**config.mk**
```make
export PLATFORM = sky130hd
export DESIGN_NAME = instr_encoder
export DESIGN_NICKNAME = d
export VERILOG_FILES = /design/src/rtl/instr_encoder.sv
export SDC_FILE = /design/constraint.sdc
export NUM_CORES = 1
export LEC_CHECK = 0
export ABC_AREA = 0
export CAP_MARGIN = 15
export CORE_ASPECT_RATIO = 0.6
export CORE_MARGIN = 2
export CORE_UTILIZATION = 45
export CTS_CLUSTER_SIZE = 30
export DETAILED_ROUTE_END_ITERATION = 7
export PLACE_DENSITY = 0.86
export SLEW_MARGIN = 25
export SYNTH_ARGS = -nofsm -noshare
export SYNTH_HDL_FRONTEND = slang
export SYNTH_SLANG_ARGS = --single-unit
export TNS_END_PERCENT = 10
```
**constraint.sdc**
```tcl
create_clock -name clock_i -period 1.85 [get_ports clock_i]
set_input_delay 0.555 -clock clock_i [delete_from_list [all_inputs] [get_ports clock_i]]
set_output_delay 0.555 -clock clock_i [all_outputs]
set_load 0.01 [all_outputs]
```
**src/rtl/instr_encoder.sv**
```systemverilog
// Instruction encoder: turns op/register/immediate requests into 8-bit words
// and writes them sequentially into an instruction memory during a program load.
module instr_encoder #(
  parameter int ADDR_W = 8
) (
  input  logic              clock_i,
  input  logic              reset_i,
  input  logic              start_i,
  input  logic              valid_i,
  input  logic [3:0]        op_i,
  input  logic [2:0]        rd_i,
  input  logic [2:0]        rs_i,
  input  logic [4:0]        imm_i,
  output logic              ready_o,
  output logic              imem_we_o,
  output logic [ADDR_W-1:0] imem_addr_o,
  output logic [7:0]        imem_data_o,
  output logic [ADDR_W:0]   count_o,
  output logic              done_o,
  output logic [1:0]        err_o
);

  typedef enum logic [2:0] {
    S_IDLE,
    S_ACCEPT,
    S_WRITE,
    S_DONE,
    S_ERROR
  } state_e;

  localparam logic [7:0]        HALT_WORD    = 8'h88;
  localparam logic [1:0]        ERR_NONE     = 2'b00;
  localparam logic [1:0]        ERR_ILLEGAL  = 2'b01;
  localparam logic [1:0]        ERR_OVERFLOW = 2'b10;
  localparam logic [ADDR_W-1:0] LAST_ADDR    = '1;

  state_e              state_q, state_d;
  logic [ADDR_W-1:0]   addr_q, addr_d;
  logic [ADDR_W:0]     count_q, count_d;
  logic [7:0]          word_q, word_d;
  logic [1:0]          err_q, err_d;

  logic [7:0]          enc_word;
  logic                enc_legal;

  always_comb begin
    enc_word  = 8'h00;
    enc_legal = 1'b1;
    case (op_i)
      4'd0:    enc_word = {2'b00, rd_i, rs_i};
      4'd1:    enc_word = {2'b01, rd_i, rs_i};
      4'd2:    enc_word = {3'b110, imm_i};
      4'd3:    enc_word = {5'b11100, rs_i};
      4'd4:    enc_word = {5'b11101, rs_i};
      4'd5:    enc_word = {5'b11110, rs_i};
      4'd6:    enc_word = {5'b11111, rs_i};
      4'd7:    enc_word = 8'b1000_0000;
      4'd8:    enc_word = HALT_WORD;
      4'd9:    enc_word = {5'b10010, rs_i};
      4'd10:   enc_word = {5'b10011, rs_i};
      4'd11:   enc_word = {5'b10100, rs_i};
      4'd12:   enc_word = {5'b10101, rs_i};
      4'd13:   enc_word = {5'b10110, rs_i};
      default: enc_legal = 1'b0;
    endcase
  end

  always_comb begin
    state_d = state_q;
    addr_d  = addr_q;
    count_d = count_q;
    word_d  = word_q;
    err_d   = err_q;
    case (state_q)
      S_IDLE, S_DONE, S_ERROR: begin
        if (start_i) begin
          state_d = S_ACCEPT;
          addr_d  = '0;
          count_d = '0;
          err_d   = ERR_NONE;
        end
      end
      S_ACCEPT: begin
        if (valid_i) begin
          if (enc_legal) begin
            word_d  = enc_word;
            state_d = S_WRITE;
          end else begin
            err_d   = ERR_ILLEGAL;
            state_d = S_ERROR;
          end
        end
      end
      S_WRITE: begin
        // Increment wraps naturally to 0 after the last slot.
        addr_d  = addr_q + 1'b1;
        count_d = count_q + 1'b1;
        if (word_q == HALT_WORD) begin
          state_d = S_DONE;
        end else if (addr_q == LAST_ADDR) begin
          err_d   = ERR_OVERFLOW;
          state_d = S_ERROR;
        end else begin
          state_d = S_ACCEPT;
        end
      end
      default: state_d = S_IDLE;
    endcase
  end

  always_ff @(posedge clock_i) begin
    if (reset_i) begin
      state_q <= S_IDLE;
      addr_q  <= '0;
      count_q <= '0;
      word_q  <= 8'h00;
      err_q   <= ERR_NONE;
    end else begin
      state_q <= state_d;
      addr_q  <= addr_d;
      count_q <= count_d;
      word_q  <= word_d;
      err_q   <= err_d;
    end
  end

  // Strobes decode from the state register only, so valid_i never reaches them.
  assign ready_o     = (state_q == S_ACCEPT);
  assign imem_we_o   = (state_q == S_WRITE);
  assign done_o      = (state_q == S_DONE);
  assign imem_addr_o = imem_we_o ? addr_q : '0;
  assign imem_data_o = imem_we_o ? word_q : 8'h00;
  assign count_o     = count_q;
  assign err_o       = err_q;

endmodule
```
### After elaboration in Yosys (flattened, before gate mapping)

Index checks and enable logic that the tools add are counted.

* register bits: 30
* input port bits: 19
* word-level logic and storage cells: 61

* add/subtract/negate cells: 2
* eq/ne operators: 24
* muxes and demuxes: 20
* reductions and logical operators: 10

Operators by type and width (count)
* 8-bit one-hot mux with 14 select lines: 1
* 4-bit equality test, second input constant: 6
* 8-bit 2-to-1 mux: 3
* 9-bit one-hot mux with 2 select lines: 1
* 4-bit by 3-bit equality test with 1-bit output, second input constant: 4
* 8-bit equality test, second input constant: 2
* 8-bit one-hot mux with 2 select lines: 1
* 3-bit 2-to-1 mux: 5
* 14-bit OR reduction: 1
* 2-bit 2-to-1 mux: 5
* 9-bit by 1-bit adder with 9-bit output, second input constant: 1
* 9-bit 2-to-1 mux: 1
* 3-bit one-hot mux with 3 select lines: 1
* 8-bit by 1-bit adder with 8-bit output, second input constant: 1
* 4-bit by 2-bit equality test with 1-bit output, second input constant: 2
* 2-bit != test, second input constant: 4
* 3-bit by 2-bit equality test with 1-bit output, second input constant: 2
* 2-bit one-hot mux with 3 select lines: 1
* 6-bit AND reduction: 1
* 4-bit by 1-bit equality test with 1-bit output, second input constant: 1
* 4-bit zero test: 1
* 2-bit AND reduction: 2
* 3-bit by 1-bit equality test with 1-bit output, second input constant: 1
* 3-bit equality test, second input constant: 1
* 7 further kinds: 7

### Longest topological paths before layout

* word-level depth: 6
* gate-level depth with buffers: 8
* depth with buffers taken out: 7

### Worst setup path after synthesis

Ideal clock, no wire load.

* kind: register to output
* from: register state_q[1]
* to: output imem_addr_o[6]
* arrival: 1.333 ns
* slack: -0.038 ns
* cell stages (with the launch flop): 7
* path buffers: 2
* path through: dfxtp_1 -> and2b_2 -> nand2b_4 -> inv_2 -> buf_6 -> clkbuf_1 -> and2_1

* word-level cells in the longest chain between the ends: 2

RTL lines
* start: declaration: line 37 `state_e state_q, state_d;`
* start signal: assignment: line 119 `state_q <= state_d;`
* 3-bit by 2-bit equality test with 1-bit output: line 129 `assign imem_we_o = (state_q == S_WRITE);`
* via imem_we_o: line 15 `output logic imem_we_o,`
* 8-bit 2-to-1 mux: line 131 `assign imem_addr_o = imem_we_o ? addr_q : '0;`
* end: declaration: line 16 `output logic [ADDR_W-1:0] imem_addr_o,`

The timed path passes the listed nets, and every way through them passes these cells.

### Worst setup path in the final report

* from: register state_q[2]
* to: output imem_addr_o[5]

* word-level cells in the longest chain between the ends: 2

RTL lines (line)
* 3-bit by 2-bit equality test with 1-bit output: 129
* 8-bit 2-to-1 mux: 131

No other way between the ends.

==> summary.txt <==
Run status
  • Status: complete, but fails checks
  • Failing checks: negative setup slack

Setup path
  • Required time worst endpoint: 1.29 ns
  • CP max stage delay: approximately 0.35 ns
  • Worst Path Buf+Inv: 2
  • CP endpoint kind: output port
  • Worst EP arrival: 1.42 ns
  • Crit-path cells: and2b_2, nand2b_4, inv_8, and2_1, buf_2
  • WS Path Type: reg2out
  • Critical path fanouts, max: 13
  • Crit path launch type: flip-flop
  • Worst path slowest cell: dfxtp_2
  • CP delay by family, top: simple AND/OR/NAND/NOR gates

Detailed routing
  • Via/cell ratio: between 5 and 6
  • Final WL: 5.64 mm
  • Routed WL per cell: 16.4 um
  • DRT iter0 DRCs: 195
  • DR vias: 1,995
  • First-pass DRT Iterations: 4
  • Post-route ant nets: 0
  • Drc violations: 0

Logic synthesis
  • Post-synth EDFFs: 0
  • Largest area contributor in the netlist: dfxtp_1
  • Post-synthesis cell count: 210
  • Synthesized cell area: 0.00169 mm2
  • Post-synth ARST share: 0%
  • Yosys cell types: 55
  • YS warnings: 0
  • Flops & latches, synth: 30
  • Top-area cell type share of the netlist area: 35.5%
  • Dominant synthesized flop cell: dfxtp_1
  • Syn avg cell area: 8.07 um2
  • Synthesized net count: 231
  • Sequential area share after synthesis: between 30 and 40%
  • Synth top area cells: dfxtp_1 35%, and2_1 6.6%, a21oi_1 4.7%

Global routing
  • Antenna violations before repair: 0
  • GR Util All Layers: 27.2%
  • Number of global-route vias before repair: around 1,900
  • Total grt overflow: 0
  • First-pass GRT wire length: 9.24 mm
  • Largest net degree at the start of global routing: 27

CTS
  • Clock transition at path regs: 0.07 ns
  • CTS tree: built
  • # H-tree levels: 2
  • Maximum buffer depth of the clock tree: 2
  • Root buf cell: clkbuf_8
  • CTS Sinks: 30
  • Num CTS Buffers: 5
  • Clk_lat worst skew: 0.29 ns
  • Hold Buf Count CTS: 0

Floorplan
  • Initial Util: 46.6%
  • Die area: 0.00429 mm2
  • Die width: between 80 and 90 um
  • # IOs: 49
  • Core ar.: roughly 0.0036 mm2
  • Die H: 51.5 um
  • Core Rows: 17

Worst hold path
  • HP Class: reg2reg

Final layout
  • P&R area growth vs syn: 54.9%
  • Ant. Diodes: 0
  • NumNets Final: about 320
  • Layout cells sized above 1: between 30 and 40%
  • Final Util: 72.2%

STA
  • Max Freq: a little over 500 MHz
  • Rel. slew slack: 77.6%
  • Clk_skew: 0.00886 ns
  • Final Setup Violations: 17
  • Worst slew pin tran: 0.334 ns
  • Crit path time final: around 2.0 ns
  • Final setup margin: -0.122 ns
  • Min Hold Slack: 0.478 ns
  • Final period util: 107%
  • Fin. max-slew vios: 0
  • Unrepaired setup endpoints after global routing: yes
  • Final Hold Fails: 0

Pwr
  • Pwr dens: 605 mW/mm2
  • Maximum VDD drop: 0.492 mV
  • Leak Pwr: 1.13 nW

Placement
  • Placer Congestion: between 0.9 and 1
  • HPWL after detailed placement: 3.76 mm
  • Port bufs: 48

Run
  • Max Cap Viol: 0
==> timing repair <==
item	CTS	global route
buffers inserted	1	0
gates resized for setup	79	29
pin swaps	4	1
endpoints found under the setup margin	36	42
cloned	1	0
==> per-layer routing <==
| layer | track usage (%) | wire length [um] | share of wire (%) |
|---|---|---|---|
| met5 | 0 | 0 | 0 |
| met4 | 8.74 | 111 | 2.0 |
| met3 | 6.98 | 586 | 10 |
| met2 | 39.9 | 2330 | 41 |
| met1 | 39.3 | 2610 | 46 |
==> flip-flops by register name, indices dropped and copies added, names as in the netlist <==
| name | count |
|---|---|
| err_o | 2 |
| addr_q | 8 |
| state_q | 3 |
| count_o | 9 |
| word_q | 8 |
==> placed cells by master, fill, tap and decap left out, types with 2 or more instances in the layout <==
master | Yosys | final
or3_1 | 3 | 3
and2_1 | 18 | 11
nand3_1 | 13 | 13
a311oi_1 | 4 | 4
buf_6 | 1 | 5
a31oi_1 | 3 | 3
nor3_1 | 7 | 6
o31ai_2 | 1 | 2
a211oi_1 | 7 | 7
nand2_1 | 16 | 16
a21oi_1 | 16 | 16
dlymetal6s2s_1 | 0 | 4
ha_1 | 2 | 2
buf_2 | 1 | 11
o21a_1 | 3 | 3
inv_8 | 0 | 2
dlygate4sd2_1 | 0 | 3
clkdlybuf4s50_1 | 0 | 23
xor2_1 | 2 | 2
o21ai_0 | 5 | 5
nor2_1 | 20 | 19
nand2b_1 | 4 | 4
buf_4 | 0 | 39
dfxtp_1 | 30 | 24
nor2b_2 | 1 | 2
and2_4 | 0 | 6
or4_1 | 3 | 3
and3_1 | 4 | 3
inv_1 | 2 | 2
a221oi_1 | 3 | 3
clkbuf_8 | 0 | 6
clkbuf_2 | 0 | 3
dfxtp_2 | 0 | 6
==> worst paths after layout <==
| kind | from | slack, ns | end | cells past startpoint |
|---|---|---|---|---|
| hold / removal | word_q[4]$_SDFFE_PP0P_ | 0.48 | word_q[4]$_SDFFE_PP0P_ | 2 |
| setup reg to reg | state_q[2]$_SDFFE_PP0P_ | -0.04 | state_q[2]$_SDFFE_PP0P_ | 8 |
| setup / recovery | state_q[2]$_SDFFE_PP0P_ | -0.12 | imem_addr_o[5] | 5 |
| hold reg to reg | word_q[4]$_SDFFE_PP0P_ | 0.48 | word_q[4]$_SDFFE_PP0P_ | 2 |
==> worst reg2reg max path, cell delays in order, from the launching register on <==
cell	delay, ns
dfxtp_2	0.34
and2b_2	0.26
nand2b_4	0.12
inv_8	0.11
buf_4	0.15
nand3_2	0.08
or3_1	0.39
a21boi_1	0.14
o31ai_2	0.21
==> cell type report <==
cell class | count | area, um2
Fill cell | 267 | 1010
Timing Repair inverter | 1 | 11.3
Sequential cell | 30 | 608
Timing Repair Buffer | 89 | 746
Multi-Input combinational cell | 166 | 1090
Clock inverter | 2 | 12.5
Inverter | 3 | 18.8
Clock buffer | 6 | 82.6
Tap cell | 47 | 58.8
==> synthesized netlist by cell type, types with 3 or more instances <==
cell and n:
and3_1 4, or3_1 3, clkbuf_1 9, and2_1 18
nor2_1 20, a211oi_1 7, a311oi_1 4, dfxtp_1 30
o21a_1 3, nand2_1 16, nand3_1 13, nand2b_1 4
or4_1 3, nor3_1 7, o21ai_0 5, a31oi_1 3
a21oi_1 16, a221oi_1 3
==> where the power goes <==
part / internal [W] / total (W) / switching [W]
sequential: 0.000665 / 0.000680 / 0.0000151
clock: 0.000299 / 0.000570 / 0.000271
combinational: 0.000168 / 0.000339 / 0.000170
total: 0.00113 / 0.00159 / 0.000456
==> logic make-up (layout without fill, tap and decap cells) <==
| family | Yosys count | in the layout | share of synthesized area [%] |
|---|---|---|---|
| compound gates | 55 | 55 | 22.1 |
| buf+inv | 14 | 101 | 3.62 |
| simple gates | 104 | 104 | 34.4 |
| flops | 30 | 30 | 35.5 |
| xor+xnor | 2 | 2 | 1.03 |
| mux | 3 | 3 | 1.92 |
| fa+ha+maj | 2 | 2 | 1.48 |
==> through the flow <==
step	instances	setup TNS, ns	area (um2)	total power [W]	setup slack, ns
6_report	344	-1.75	2630	0.00159	-0.122
3_3_place_gp	334	-11.00	2500	0.000992	-0.407
5_1_grt	344	-2.34	2630	0.00165	-0.152
3_5_place_dp	334	-12.15	2500	0.00100	-0.473
4_1_cts	344	-1.09	2560	0.00156	-0.177
2_1_floorplan	210	0	1700	0.000833	0.0159
No activity file was read; power rests on OpenSTA's default activity.
